[src/rtl/ecg_frame_reader_if.sv]
// ---------------------------------------------------------------------------
// ecg_frame_reader_if
// Bus bundle for ecg_frame_reader: the buffer-RAM read port and the outgoing
// sample stream.
//   rd_addr  : RAM read address (MSB selects the bank)
//   rd_en    : RAM read strobe
//   rd_data  : RAM read data, valid exactly one cycle after rd_en
//   m_data   : outgoing sample
//   m_valid  : sample valid
//   m_ready  : downstream accepts the sample
//   m_last   : marks the final sample of a frame
// master = the frame reader, slave = the RAM and stream consumer side.
// ---------------------------------------------------------------------------
interface ecg_frame_reader_if #(
    parameter int DATA_W = 12,
    parameter int ADDR_W = 12
);
    logic [ADDR_W-1:0] rd_addr;
    logic              rd_en;
    logic [DATA_W-1:0] rd_data;
    logic [DATA_W-1:0] m_data;
    logic              m_valid;
    logic              m_ready;
    logic              m_last;

    modport master (
        output rd_addr, rd_en, m_data, m_valid, m_last,
        input  rd_data, m_ready
    );

    modport slave (
        input  rd_addr, rd_en, m_data, m_valid, m_last,
        output rd_data, m_ready
    );
endinterface

[src/rtl/ecg_frame_reader.sv]
// ---------------------------------------------------------------------------
// ecg_frame_reader
// Reads completed ECG frames out of a double-buffered sample RAM and streams
// them with a valid/ready handshake. A toggle on 'switch' marks the bank that
// was being written as complete; the reader then fetches N = load samples from
// that bank in ascending order and presents them on the stream, with m_last on
// the final sample. One further frame may queue up while a frame is in
// progress; any frame beyond that is lost and flagged on the sticky 'overrun'.
//   clk      : clock, rising edge
//   rst_n    : asynchronous active-low reset
//   load     : samples per frame (latched when a frame is accepted)
//   switch   : bank currently being written upstream
//   bus      : RAM read port + sample stream (master side)
//   busy     : a frame is being read or drained
//   overrun  : sticky, a frame boundary was lost
// ---------------------------------------------------------------------------
module ecg_frame_reader #(
    parameter int DATA_W = 12,
    parameter int ADDR_W = 12
) (
    input  logic                clk,
    input  logic                rst_n,
    input  logic [10:0]         load,
    input  logic                switch,
    ecg_frame_reader_if.master  bus,
    output logic                busy,
    output logic                overrun
);

    localparam int IDX_W = ADDR_W - 1;

    localparam logic [1:0] S_IDLE  = 2'd0;
    localparam logic [1:0] S_READ  = 2'd1;
    localparam logic [1:0] S_DRAIN = 2'd2;

    logic [1:0]        r_state;
    logic              r_switch_d;
    logic              r_bank;
    logic [10:0]       r_n;
    logic [10:0]       r_rd_idx;
    logic              r_pend_vld;
    logic              r_pend_bank;
    logic [10:0]       r_pend_n;
    logic              r_overrun;
    logic              r_inflight_p1;
    logic              r_inflight_last_p1;
    logic [1:0]        r_cnt;
    logic [DATA_W-1:0] r_b0_data;
    logic              r_b0_last;
    logic [DATA_W-1:0] r_b1_data;
    logic              r_b1_last;

    logic              w_toggle;
    logic              w_pop;
    logic              w_push;
    logic              w_last_xfer;
    logic [2:0]        w_occ;
    logic              w_rd_en;
    logic              w_start;
    logic              w_start_bank;
    logic [10:0]       w_start_n;

    assign w_toggle    = (switch != r_switch_d);
    assign w_pop       = (r_cnt != 2'd0) && bus.m_ready;
    assign w_push      = r_inflight_p1;
    assign w_last_xfer = w_pop && r_b0_last;

    // Occupancy the buffer will have once this cycle's transfer and the
    // in-flight sample settle; issuing only below 2 guarantees a free slot for
    // every read, and crediting the pop keeps one sample per cycle.
    assign w_occ   = {1'b0, r_cnt} + {2'b00, r_inflight_p1} - {2'b00, w_pop};
    assign w_rd_en = (r_state == S_READ) && (r_rd_idx < r_n) && (w_occ < 3'd2);

    // A new frame starts either from IDLE on a toggle, or straight after the
    // m_last transfer from the pending slot (or a toggle arriving that cycle).
    always_comb begin
        w_start      = 1'b0;
        w_start_bank = r_switch_d;
        w_start_n    = load;
        if (r_state == S_IDLE) begin
            w_start = w_toggle;
        end else if (w_last_xfer) begin
            if (r_pend_vld) begin
                w_start      = 1'b1;
                w_start_bank = r_pend_bank;
                w_start_n    = r_pend_n;
            end else if (w_toggle) begin
                w_start = 1'b1;
            end
        end
    end

    // ---- frame control / read issue ----
    always_ff @(posedge clk or negedge rst_n) begin
        if (!rst_n) begin
            r_state            <= S_IDLE;
            r_switch_d         <= 1'b0;
            r_bank             <= 1'b0;
            r_n                <= '0;
            r_rd_idx           <= '0;
            r_pend_vld         <= 1'b0;
            r_pend_bank        <= 1'b0;
            r_pend_n           <= '0;
            r_overrun          <= 1'b0;
            r_inflight_p1      <= 1'b0;
            r_inflight_last_p1 <= 1'b0;
        end else begin
            r_switch_d <= switch;

            if (w_start) begin
                r_bank   <= w_start_bank;
                r_n      <= w_start_n;
                r_rd_idx <= '0;
                r_state  <= (w_start_n != 11'd0) ? S_READ : S_IDLE;
            end else begin
                if (w_rd_en) begin
                    r_rd_idx <= r_rd_idx + 11'd1;
                end
                if ((r_state == S_READ) && w_rd_en && (r_rd_idx == r_n - 11'd1)) begin
                    r_state <= S_DRAIN;
                end
                if ((r_state == S_DRAIN) && w_last_xfer) begin
                    r_state <= S_IDLE;
                end
            end

            if (w_last_xfer && r_pend_vld) begin
                r_pend_vld <= 1'b0;
            end
            // A toggle coinciding with m_last and no pending frame is started
            // directly by w_start, so it never occupies the pending slot.
            if (w_toggle && (r_state != S_IDLE)) begin
                if (r_pend_vld) begin
                    r_overrun <= 1'b1;
                end else if (!w_last_xfer) begin
                    r_pend_vld  <= 1'b1;
                    r_pend_bank <= r_switch_d;
                    r_pend_n    <= load;
                end
            end

            r_inflight_p1      <= w_rd_en;
            r_inflight_last_p1 <= (r_rd_idx == r_n - 11'd1);
        end
    end

    // ---- output buffer head (drives the stream) ----
    always_ff @(posedge clk or negedge rst_n) begin
        if (!rst_n) begin
            r_cnt     <= 2'd0;
            r_b0_data <= '0;
            r_b0_last <= 1'b0;
        end else begin
            r_cnt <= r_cnt + {1'b0, w_push} - {1'b0, w_pop};
            if (w_pop && (r_cnt == 2'd2)) begin
                r_b0_data <= r_b1_data;
                r_b0_last <= r_b1_last;
            end else if (w_push && ((r_cnt == 2'd0) || (w_pop && (r_cnt == 2'd1)))) begin
                r_b0_data <= bus.rd_data;
                r_b0_last <= r_inflight_last_p1;
            end
        end
    end

    // ---- output buffer second slot ----
    always_ff @(posedge clk) begin
        if (w_push && (((r_cnt == 2'd1) && !w_pop) || ((r_cnt == 2'd2) && w_pop))) begin
            r_b1_data <= bus.rd_data;
            r_b1_last <= r_inflight_last_p1;
        end
    end

    assign bus.rd_en   = w_rd_en;
    assign bus.rd_addr = {r_bank, IDX_W'(r_rd_idx)};
    assign bus.m_data  = r_b0_data;
    assign bus.m_last  = r_b0_last;
    assign bus.m_valid = (r_cnt != 2'd0);
    assign busy        = (r_state != S_IDLE);
    assign overrun     = r_overrun;

endmodule

[src/flat_wrapper.sv]
// flat-port wrapper written by rule: the top's interface ports become plain ports
module ecg_frame_reader_flat 
#(
    parameter int DATA_W = 12,
    parameter int ADDR_W = 12
)
  (clk, rst_n, load, switch, busy, overrun, bus_rd_addr, bus_rd_en, bus_m_data, bus_m_valid, bus_m_last, bus_rd_data, bus_m_ready);
  ecg_frame_reader_if #(.DATA_W(DATA_W), .ADDR_W(ADDR_W)) bus_i ();
  input  logic clk;
  input  logic rst_n;
  input  logic [10:0] load;
  input  logic switch;
  output logic busy;
  output logic overrun;
  output wire logic [$bits(bus_i.rd_addr)-1:0] bus_rd_addr;
  output wire logic [$bits(bus_i.rd_en)-1:0] bus_rd_en;
  output wire logic [$bits(bus_i.m_data)-1:0] bus_m_data;
  output wire logic [$bits(bus_i.m_valid)-1:0] bus_m_valid;
  output wire logic [$bits(bus_i.m_last)-1:0] bus_m_last;
  input wire logic [$bits(bus_i.rd_data)-1:0] bus_rd_data;
  input wire logic [$bits(bus_i.m_ready)-1:0] bus_m_ready;
  assign bus_rd_addr = bus_i.rd_addr;
  assign bus_rd_en = bus_i.rd_en;
  assign bus_m_data = bus_i.m_data;
  assign bus_m_valid = bus_i.m_valid;
  assign bus_m_last = bus_i.m_last;
  assign bus_i.rd_data = bus_rd_data;
  assign bus_i.m_ready = bus_m_ready;
  ecg_frame_reader #(.DATA_W(DATA_W), .ADDR_W(ADDR_W)) u_core (.clk(clk), .rst_n(rst_n), .load(load), .switch(switch), .bus(bus_i), .busy(busy), .overrun(overrun));
endmodule
[config.mk]
export PLATFORM = sky130hd
export DESIGN_NAME = ecg_frame_reader_flat
export DESIGN_NICKNAME = d
export VERILOG_FILES = /design/src/rtl/ecg_frame_reader_if.sv /design/src/rtl/ecg_frame_reader.sv /design/src/flat_wrapper.sv
export SDC_FILE = /design/constraint.sdc
export NUM_CORES = 1
export LEC_CHECK = 0
export CELL_PAD_IN_SITES_DETAIL_PLACEMENT = 0
export CELL_PAD_IN_SITES_GLOBAL_PLACEMENT = 1
export CORE_UTILIZATION = 38
export DETAILED_ROUTE_END_ITERATION = 10
export MAX_ROUTING_LAYER = met4
export PLACE_DENSITY_LB_ADDON = 0.1
export SYNTH_ARGS = -nofsm -noshare
export SYNTH_HDL_FRONTEND = slang
export SYNTH_SLANG_ARGS = --single-unit
[constraint.sdc]
create_clock -name clk -period 3.3 [get_ports clk]
set_clock_uncertainty 0.1 [all_clocks]
set_input_delay 0.66 -clock clk [delete_from_list [all_inputs] [get_ports clk]]
set_output_delay 0.66 -clock clk [all_outputs]
set_load 0.005 [all_outputs]
Word level (Yosys, flattened, before mapping):

Index checks and enable logic that the tools add are counted.

* flip-flop bits (word level): 70
* input port bits: 27
* output and inout port bits: 29

* eq/ne operators: 6
* bitwise logic cells: 2
* $add $sub $neg: 6
* order comparisons: 2
* reduce and logical (&&, ||, !) cells: 27
* multiplexer cells: 24

Operators with widths (number)
* 2-to-1 mux 11 bit: 5
* 2-to-1 mux 12 bit: 2
* logical AND 1 bit: 14
* 2-to-1 mux 1 bit: 14
* adder 11 x 1 -> 11 bit (second input constant): 1
* equality test 11 bit: 1
* < comparator 11 bit: 1
* nonzero test 11 bit: 1
* subtractor 11 x 1 -> 11 bit (second input constant): 1
* nonzero test 2 bit: 4
* 2-to-1 mux 2 bit: 3
* equality test 2 x 1 -> 1 bit (second input constant): 2
* equality test 2 bit (second input constant): 2
* zero test 2 bit: 2
* adder 2 x 1 -> 3 bit: 1
* < comparator 3 x 2 -> 1 bit (second input constant): 1
* AND reduction 3 bit: 1
* nonzero test 3 bit: 1
* subtractor 3 x 1 -> 3 bit: 1
* adder 2 x 1 -> 2 bit: 1
* logical OR 1 bit: 2
* NOT 1 bit: 2
* AND reduction 2 bit: 1
* subtractor 2 x 1 -> 2 bit: 1
* 2 further kinds: 2

Longest topological paths before layout:

Gate-level depths: netlist of run 1.

* depth after elaboration: 10
* depth in mapped cells: 12
* mapped depth without buffers: 11

Least setup slack after synthesis of run 1:

No wires, ideal clock.

* path type: input-to-output
* from: input port bus_m_ready
* to: output port bus_rd_en
* setup slack: -0.051 ns
* required time: 2.540 ns
* cell stages on the path: 10
* arrival: 2.591 ns
* path through: nand2_1 -> or2_2 -> nand2_1 -> ha_1 -> fa_1 -> nor4b_1 -> nand2_1 -> or2_2 -> clkbuf_1 -> nor2_1

* longest elaborated chain between the ends: 4

RTL lines
* from (decl): RTL line flat_wrapper.sv:21 `input wire logic [$bits(bus_i.m_ready)-1:0] bus_m_ready;`
* logical AND 1 bit: RTL line ecg_frame_reader.sv:64 `assign w_pop = (r_cnt != 2'd0) && bus.m_ready;`
* subtractor 3 x 1 -> 3 bit: RTL line ecg_frame_reader.sv:71 `assign w_occ = {1'b0, r_cnt} + {2'b00, r_inflight_p1} - {2'b00, w_pop};`
* net u_core.w_occ[1]: RTL line ecg_frame_reader.sv:57 `logic [2:0] w_occ;`
* < comparator 3 x 2 -> 1 bit: RTL line ecg_frame_reader.sv:72 `assign w_rd_en = (r_state == S_READ) && (r_rd_idx < r_n) && (w_occ < 3'd2);`
* logical AND 1 bit: RTL line ecg_frame_reader.sv:72
* to (decl): RTL line flat_wrapper.sv:16 `output wire logic [$bits(bus_i.rd_en)-1:0] bus_rd_en;`

The timed path passes the listed nets, and every way through them passes these cells.

Worst setup path after layout of run 1:

* from: register u_core.r_cnt[1]
* to: output port bus_rd_en

* longest elaborated chain between the ends: 5

RTL lines
* from (decl): RTL line ecg_frame_reader.sv:47 `logic [1:0] r_cnt;`
* from (signal assigned): RTL line ecg_frame_reader.sv:154 `r_cnt <= r_cnt + {1'b0, w_push} - {1'b0, w_pop};`
* branches (longest 2 deep; another with adder 2 x 1 -> 3 bit)
* subtractor 3 x 1 -> 3 bit (*): RTL line ecg_frame_reader.sv:71
* net u_core.w_occ[1]: RTL line ecg_frame_reader.sv:57
* < comparator 3 x 2 -> 1 bit (*): RTL line ecg_frame_reader.sv:72
* logical AND 1 bit (*): RTL line ecg_frame_reader.sv:72

Mark *: on every way through the listed nets, which the timed path passes.

==> flow_summary.ini, run 1 <==
[flow_run]
max_cap_viol_count = 0

[clock_network]
cts.sinks = 70
cts_inserted_buffers = 9
cts_buffer_depth = 2
cts_root_buffer = clkbuf_8
htreeDepth = 3
clk_latency_ns = 0.35
cts_tree = done
hold_buffers = 0
clk_pin_slew_ns = 0.08

[power]
p_int_uw = 2586
p_clk_share_pct = 17.1
total_power_uw = 4087
p_switching_uw = 1501
p_seq_share_pct = 34.0
ir_worst_vdd_v = 0.0003200
p_per_area_mw_per_mm2 = 831.5
p_leak_uw = 0.002100
power_frac_comb_pct = 48.9
p_sw_share_pct = 36.72

[yosys]
synthTopCellsByArea = dfrtp_1 (38%), edfxtp_1 (10%), mux2i_1 (8.3%)
ys_top_cells_by_count = dfrtp_1 (57), mux2i_1 (31), nand2_1 (27), nor2_1 (25), a21oi_1 (22)
ys_ff_latch = 70
yosysWarnings = 0
synth_fp_nets = 399
yosysSeqAreaShare_pct = 48.55
synth-edff-count = 13
syn-cell-area_mm2 = 0.003742
syn_area_per_cell_um2 = 10.48
async_flop_share_pct = 81.43
synth_top_area_share_pct = 38.11
syn_inst = 357
yosysTopAreaCell = dfrtp_1
synth_ff_type = dfrtp_1
ys_types = 52
yosysMostFrequentCell = dfrtp_1

[sta]
finalSetupViolCount = 1
fin_tns_setup_ns = -0.1083
fmax_mhz = 293.4
hold_viol_final = 0
max_slew_margin_pct = 54.41
final.setup.worst_slack_ns = -0.1083
period_share_pct = 103.3
min_period_ns = 3.408
tightest_slew_ns = 0.6780
drv_slew = 0
rsz0062_at_grt = true

[drt]
ant_nets = 0
route.detailed.drc = 0
wl_mm = 8.766
wire_per_inst_um = 15.25
drt-initial-drc-count = 104
first_pass_iters = 4
vias_per_cell = 5.080
vias = 2921

[outcome]
status = finished with violations
failed_checks = setup timing

[finish]
diodes = 0
area_delta_synth_final_pct = 31.33
nNetsFinal = 483
multiInputGateArea_mm2 = 0.001856
nFillCells = 886
drive_gt1_share_pct = 17.94
seq_area_mm2 = 0.001817
finish.instance_area_mm2 = 0.004915

[placed_design]
dp_slack_ns = -0.8932
finalWeightedCongestion = 0.7660
placed_cell_area_mm2 = 0.004594
portBuffers = 55
hpwl_mm = 6.326

[global_routing]
overflow = 0
grt_max_degree = 58
grt_pass1_vias = 2960
antenna_found_initial = 0
grt_pass1_wl_mm = 14.48
track_usage_pct = 19.28

[die]
fp.dieW_um = 101.2
die_y_um = 101.2
die_area_mm2 = 0.01025
start_util_pct = 39.93
core_area_mm2 = 0.009371
io_pins = 56
rows = 35

[worst_setup_path]
critPathArrivalTime_ns = 2.65
crit_required_ns = 2.54
r2r_slack_ns = 0
critPathCaptureType = output port
startpoint_type = flip-flop
crit_type = reg -> out
critPathMaxFanout = 2

[worst_hold_path]
worstHoldPathType = in -> async
## routing by layer
metal	global-route usage, %	part of all wire [%]	wire length, um	vias up
li1	-	-	-	1457
met1	23.28	46	4043	1397
met2	31.76	49	4306	56
met3	4.003	3.3	288	11
met4	7.246	1.5	128	0
met5	-	0	0	-
## area by class of cell
class	count	area share, %
clock buffers	9	2.520
clock inverters	7	1.477
inverters	15	1.146
multi-input cells	254	37.75
flip-flops and latches	70	36.97
well taps	129	3.284
repair buffers	91	16.85
## through the flow
| step | hold slack (ns) | instances | util, % |
|---|---|---|---|
| CTS | 0.2110 | 576 | 52.28 |
| floorplan | 0.2644 | 357 | - |
| finish | 0.1931 | 575 | 52.44 |
| detailed placement | 0.3644 | 551 | 49.03 |
| global route | 0.2239 | 575 | 52.44 |
| global placement | 0.3394 | 551 | 49.03 |
## flip-flops by register name (all words and copies together) (netlist names)
name / flops
u_core.bus.m_data: 12
u_core.bus.m_last: 1
u_core.overrun: 1
u_core.r_b1_data: 12
u_core.r_b1_last: 1
u_core.r_bank: 1
u_core.r_cnt: 2
u_core.r_inflight_last_p1: 1
u_core.r_inflight_p1: 1
u_core.r_n: 11
u_core.r_pend_bank: 1
u_core.r_pend_n: 11
u_core.r_pend_vld: 1
u_core.r_rd_idx: 11
u_core.r_state: 2
u_core.r_switch_d: 1
## cells in the final DEF (no fill, tap or decap), types with 4 or more instances in the layout
cell	count
nand2b_1	7
nand3_1	9
nor4_1	9
edfxtp_1	13
xor2_1	6
nor2_1	23
a21oi_1	22
nor3_1	7
nand2_1	25
inv_1	15
clkbuf_8	9
or4_1	5
ha_1	13
mux2i_1	31
mux2_2	12
o31ai_1	4
dfrtp_1	57
clkdlybuf4s50_1	52
xnor2_1	10
o21ai_0	9
nand4_1	5
o21ai_1	12
buf_4	34
## path summary, 6_finish.rpt
path,from,to,cells after the start
max in group asynchronous,rst_n,u_core.r_inflight_last_p1$_DFF_PN0_,2
hold reg to reg,u_core.r_inflight_last_p1$_DFF_PN0_,u_core.r_b1_last$_DFFE_PP_,0
min in group clk,u_core.r_inflight_last_p1$_DFF_PN0_,u_core.r_b1_last$_DFFE_PP_,0
hold / removal,rst_n,u_core.r_rd_idx[9]$_DFFE_PN0P_,2
setup / recovery,u_core.r_cnt[1]$_DFF_PN0_,bus_rd_en,11
setup reg to reg,u_core.r_n[1]$_DFFE_PN0N_,u_core.r_state[0]$_DFFE_PN0P_,8
## critical path, stage by stage, from the launching register on
cell	delay [ns]
dfrtp_1	0.38
or2_4	0.27
nand2_4	0.07
or2_4	0.13
nand2_4	0.05
ha_4	0.15
fa_1	0.48
nor4b_2	0.22
nand2_1	0.10
or2_4	0.27
nor2_4	0.08
buf_2	0.11
## repair_timing
| action | in CTS | in global routing |
|---|---|---|
| endpoints found under the setup margin | 9 | 9 |
| gates resized for setup | 18 | 6 |
| pin swaps | 11 | 11 |
| buffers inserted | 10 | 3 |
## power groups by stage
stage	clock network [uW]	registers (uW)	logic, uW
final	697	1390	2000
after global routing	758	1430	2220
after CTS	724	1390	2000
after detailed placement	0	1410	1800
after global placement	0	1400	1770
after floorplan	0	1380	1110
## cells by family after synthesis
family	Yosys count	share of synthesized area [%]
DFF	70	48.55
xor gates and xnor gates	16	3.744
and+or+nand+nor	113	15.78
AOI/OAI and AO/OA	67	11.17
adders and majority gates	15	5.216
buffers and inverters	33	3.644
muxes	43	11.90
Power figures use the tool's default switching activity.
==> run 2: changes to the inputs <==
MAX_ROUTING_LAYER = default   (was met4)
==> run 2 against run 1 <==
Against the previous run:
- sequential power hardly changed
- maximum frequency hardly changed
- count of clock-buffer cells in the layout stayed put
- sequential cell count did not move
- critical path depth did not move
- setup slack lost 0.0025 ns
- design area unchanged
- via count rose by 0.65%
- the run still ends with setup timing left
- largest power group unchanged
- critical endpoint unchanged
- first-iteration DRC count down 13%
- total power about the same
- register-to-register slack improved by 0.02 ns
- combinational power about the same
==> flow_summary.ini, run 2 (same netlist as run 1, synthesis figures left out) <==
[outcome]
status = finished with violations
failed_checks = setup timing

[worst_setup_path]
rr_endpoint = u_core.r_state[0]$_DFFE_PN0P_
crit_type = reg -> out
critPathCaptureType = output port
startpoint_type = flip-flop
critPathMaxFanout = 2
critPathMaxStageDelay_ns = 0.48
r2r_slack_ns = 0.02
rr_worst_depth = 8
critPathSlowestCell = fa_1
cp_common_cell = or2_4
startpoint = u_core.r_cnt[1]$_DFF_PN0_
cp.buffers_inverters = 1
crit_family = simple AND/OR/NAND/NOR gates
worstPathCellList = or2_4 > nand2_4 > or2_4 > nand2_4 > ha_4 > fa_1 > nor4b_2 > nand2_1 > or2_4 > nor2_4 > buf_2
r2r-start = u_core.r_n[1]$_DFFE_PN0N_
critPathArrivalTime_ns = 2.65
crit_required_ns = 2.54

[finish]
drive_gt1_share_pct = 17.94
area_delta_synth_final_pct = 31.33
diodes = 0
layout.cells.non_filler = 575
layout_common_cells = dfrtp_1 (57), clkdlybuf4s50_1 (52), buf_4 (34)
nNetsFinal = 483
nFillCells = 886
final_common_cell = dfrtp_1

[flow_run]
max_cap_viol_count = 0

[drt]
ant_nets = 0
vias_per_cell = 5.113
drt-initial-drc-count = 90
vias = 2940
route.detailed.drc = 0
first_pass_iters = 4
wire_per_inst_um = 15.33
wl_mm = 8.817

[clock_network]
clk_pin_slew_ns = 0.08
htreeDepth = 3
cts_tree = done
cts_inserted_buffers = 9
cts_buffer_depth = 2
cts.sinks = 70
cts_root_buffer = clkbuf_8
clk_latency_ns = 0.35

[global_routing]
grt_pass1_wl_mm = 14.49
grt_max_degree = 58
overflow = 0
grt_pass1_vias = 2959
track_usage_pct = 18.69
antenna_found_initial = 0

[power]
total_power_uw = 4087
p_per_area_mw_per_mm2 = 831.6
p_leak_uw = 0.002100
ir_worst_vdd_v = 0.0003197

[sta]
final.setup.worst_slack_ns = -0.1108
period_share_pct = 103.4
max_slew_margin_pct = 53.63
fmax_mhz = 293.2
drv_slew = 0
finalSetupViolCount = 1
worst_hold_slack_ns = 0.1912
tightest_slew_ns = 0.6897
hold_viol_final = 0
min_period_ns = 3.411
rsz0062_at_grt = true

[die]
die_y_um = 101.2
die_area_mm2 = 0.01025
start_util_pct = 39.93
rows = 35
io_pins = 56
core_area_mm2 = 0.009371
fp.dieW_um = 101.2

[worst_hold_path]
worstHoldPathType = in -> async

[placed_design]
dp_slack_ns = -0.8932
portBuffers = 55
hpwl_mm = 6.326
dp_cells = 551
finalWeightedCongestion = 0.7562
## run 2: timing repair
item | in CTS | in global routing
pin swaps | 11 | 11
setup endpoints to repair | 9 | 9
setup buffers | 10 | 3
hold buffers | 0 | 0
resized for setup | 18 | 6
## run 2: worst reg2reg max path: stages, from the launching register on
cell	delay [ns]
dfrtp_1	0.41
inv_1	0.10
ha_1	0.23
or4b_1	0.50
or4_4	0.53
a2bb2o_4	0.22
nor4_1	0.34
or4b_4	0.52
a31o_1	0.23
## run 2: how the worst max path moves through the flow
stage	to	slack (ns)	cells past startpoint
floorplan	bus_rd_en	0.01	10
global placement	bus_rd_en	-0.84	11
detailed placement	bus_rd_en	-0.89	11
CTS	bus_rd_en	-0.19	11
global route	bus_rd_en	-0.24	11
finish	bus_rd_en	-0.11	11
## run 2: layout make-up
class	instances	area [um^2]	share of cell area, %
multi-input cells	254	1856	37.75
flip-flops and latches	70	1817	36.97
repair buffers	91	828.3	16.85
well taps	129	161.4	3.284
clock buffers	9	123.9	2.520
clock inverters	7	72.57	1.477
inverters	15	56.30	1.146
## run 2: metrics by stage
step,cell area [um^2],utilization (%),TNS [ns]
after floorplan,3746,-,0
after global placement,4594,49.03,-4.751
after detailed placement,4594,49.03,-5.580
after CTS,4900,52.28,-0.4752
after global routing,4915,52.44,-0.3093
final,4915,52.44,-0.1108
## run 2: routing by layer
| layer | GRT usage, % | part of all wire [%] | wire length, um | vias up |
|---|---|---|---|---|
| met1 | 23.28 | 46 | 4023 | 1407 |
| met5 | 0 | 0 | 0 | - |
| li1 | - | - | - | 1458 |
| met4 | 7.246 | 1.6 | 138 | 0 |
| met2 | 31.76 | 49 | 4319 | 66 |
| met3 | 4.003 | 3.8 | 337 | 9 |
## run 2: power breakdown
group / total [uW] / internal (uW) / leakage [uW] / switching (uW)
sequential: 1390 / 1170 / 0.000813 / 219
clock: 699 / 352 / 0.0000976 / 347
combinational: 2000 / 1060 / 0.00119 / 936
==> run 3: changes to the inputs <==
CORE_ASPECT_RATIO = 2   (was default)
==> run 3 against run 2 <==
Against the previous run:
- the flow still finishes with violations (setup timing)
- combinational power about the same
- count of clock-buffer cells in the layout is the same
- setup slack better by 0.0038 ns
- worst hold slack got worse by 0.097 ns
- via count grew 4.0%
- register-to-register slack lost 0.02 ns
- first-iteration DRC count grew 100%
- cell count up 1.0%
- total power grew 16%
- critical path depth unchanged
- sequential power about the same
- critical path type unchanged
- largest cell class unchanged
- largest power group unchanged
==> flow_summary.ini, run 3 (same netlist as run 1, synthesis figures left out) <==
[die]
die_y_um = 142.3
start_util_pct = 39.62
rows = 50
die_area_mm2 = 0.01027
core_area_mm2 = 0.009447
io_pins = 56
fp.dieW_um = 72.17

[power]
p_leak_uw = 0.002225
p_int_uw = 3214
p_sw_share_pct = 32.44
p_per_area_mw_per_mm2 = 920.2
ir_worst_vdd_v = 0.0005618
power_frac_comb_pct = 42.7
p_clk_share_pct = 28.0
p_seq_share_pct = 29.3
p_switching_uw = 1544

[clock_network]
hold_buffers = 0
htreeDepth = 3
cts_root_buffer = clkbuf_16
cts.sinks = 70
cts_inserted_buffers = 9
clk_latency_ns = 0.34
cts_tree = done
clk_pin_slew_ns = 0.06
cts_buffer_depth = 2

[worst_setup_path]
critPathArrivalTime_ns = 2.65
crit_required_ns = 2.54
critPathCaptureType = output port
critPathMaxFanout = 2
crit_type = reg -> out
startpoint_type = flip-flop

[sta]
drv_slew = 0
rsz0062_at_grt = true
fmax_mhz = 293.5
min_period_ns = 3.407
period_share_pct = 103.2
max_slew_margin_pct = 54.61
finalSetupViolCount = 1
hold_viol_final = 0
tightest_slew_ns = 0.6751
final.setup.worst_slack_ns = -0.1070

[drt]
wl_mm = 9.788
wire_per_inst_um = 16.85
first_pass_iters = 4
top_layer_used = met4
vias = 3058
vias_per_cell = 5.263
wl_met3_um = 295
ant_nets = 0
drt-initial-drc-count = 183
route.detailed.drc = 0
wl_met1_mm = 3.409
wl_met2_mm = 5.801

[global_routing]
grt_max_degree = 30
overflow = 0
track_usage_pct = 20.42
grt_pass1_wl_mm = 15.48
grt_pass1_vias = 3033
antenna_found_initial = 0

[finish]
final_util_pct = 54.73
layout.cells.non_filler = 581
drive_gt1_share_pct = 18.85
nNetsFinal = 488
diodes = 0
area_delta_synth_final_pct = 38.15
final_common_cell = dfrtp_1
layout_common_cells = dfrtp_1 (57), clkdlybuf4s50_1 (52), buf_4 (39)

[placed_design]
dp_slack_ns = -0.8850
dp_cells = 559
finalWeightedCongestion = 0.8856
hpwl_mm = 7.505
portBuffers = 55

[outcome]
status = finished with violations
failed_checks = setup timing

[worst_hold_path]
worstHoldPathType = in -> async

[flow_run]
max_cap_viol_count = 0
## run 3: changes by cell type in the layout (fill, tap and decap cells not counted), moves of 2 or more
| cell | previous run | this run |
|---|---|---|
| buf_4 | 34 | 39 |
| bufinv_16 | 1 | 6 |
| clkbuf_16 | 0 | 9 |
| clkbuf_8 | 9 | 0 |
| inv_6 | 2 | 0 |
| nand2_2 | 0 | 2 |
| nand2_4 | 2 | 0 |
| nor4_1 | 9 | 7 |
## run 3: cell type report
cell class                      instances  area [um^2]
Fill cell                             843         4277
Sequential cell                        70         1817
Clock buffer                            9        225.2
Tap cell                              130        162.7
Inverter                               15        56.30
Multi-Input combinational cell        254         1857
Timing Repair Buffer                   96        868.3
Clock inverter                          7        183.9
## run 3: power by group through the flow
stage | clock network [uW] | registers [uW] | logic, uW
4_1_cts | 1360 | 1400 | 1950
6_report | 1330 | 1390 | 2030
2_1_floorplan | 0 | 1380 | 1110
3_3_place_gp | 0 | 1400 | 1860
5_1_grt | 1390 | 1430 | 2250
3_5_place_dp | 0 | 1410 | 1890
## run 3: critical path, stage by stage (launching register included)
cell and delay, ns:
dfrtp_1 0.38, or2_4 0.26, nand2_2 0.06, or2_4 0.11
nand2_2 0.05, ha_4 0.15, fa_1 0.48, nor4b_2 0.25
nand2_1 0.10, or2_4 0.25, nor2_4 0.08, buf_2 0.11
## run 3: metrics by stage
step	instance area, um^2	hold WS (ns)	TNS (ns)	power [uW]
after detailed placement	4648	0.3514	-5.862	3301
after floorplan	3746	0.2644	0	2487
final	5170	0.09412	-0.1070	4758
after CTS	5096	0.1021	-0.1522	4704
after global placement	4648	0.3372	-5.213	3256
after global routing	5170	0.1193	-0.5165	5068
## run 3: worst paths after layout
| check | end | slack [ns] | from | depth (start not counted) |
|---|---|---|---|---|
| setup / recovery | bus_rd_en | -0.11 | u_core.r_cnt[1]$_DFF_PN0_ | 11 |
| hold / removal | u_core.r_cnt[1]$_DFF_PN0_ | 0.09 | rst_n | 1 |
| setup reg to reg | u_core.r_state[0]$_DFFE_PN0P_ | 0 | u_core.r_cnt[1]$_DFF_PN0_ | 13 |
| hold reg to reg | u_core.r_b1_last$_DFFE_PP_ | 0.37 | u_core.r_inflight_last_p1$_DFF_PN0_ | 0 |
| max in group asynchronous | u_core.r_n[4]$_DFFE_PN0N_ | 2.34 | rst_n | 2 |
| min in group clk | u_core.r_b1_last$_DFFE_PP_ | 0.37 | u_core.r_inflight_last_p1$_DFF_PN0_ | 0 |
## run 3: repair_timing
| item | CTS | global route |
|---|---|---|
| pin swaps | 6 | 8 |
| buffers inserted | 1 | 5 |
| resized for setup | 15 | 7 |
| endpoints found under the setup margin | 8 | 5 |
## run 3: per-layer routing
metal  up-vias  GRT usage [%]
met5         -              0
met4         0          9.598
met3        16          3.824
met2        80          40.33
met1      1491          19.20
li1       1471              -
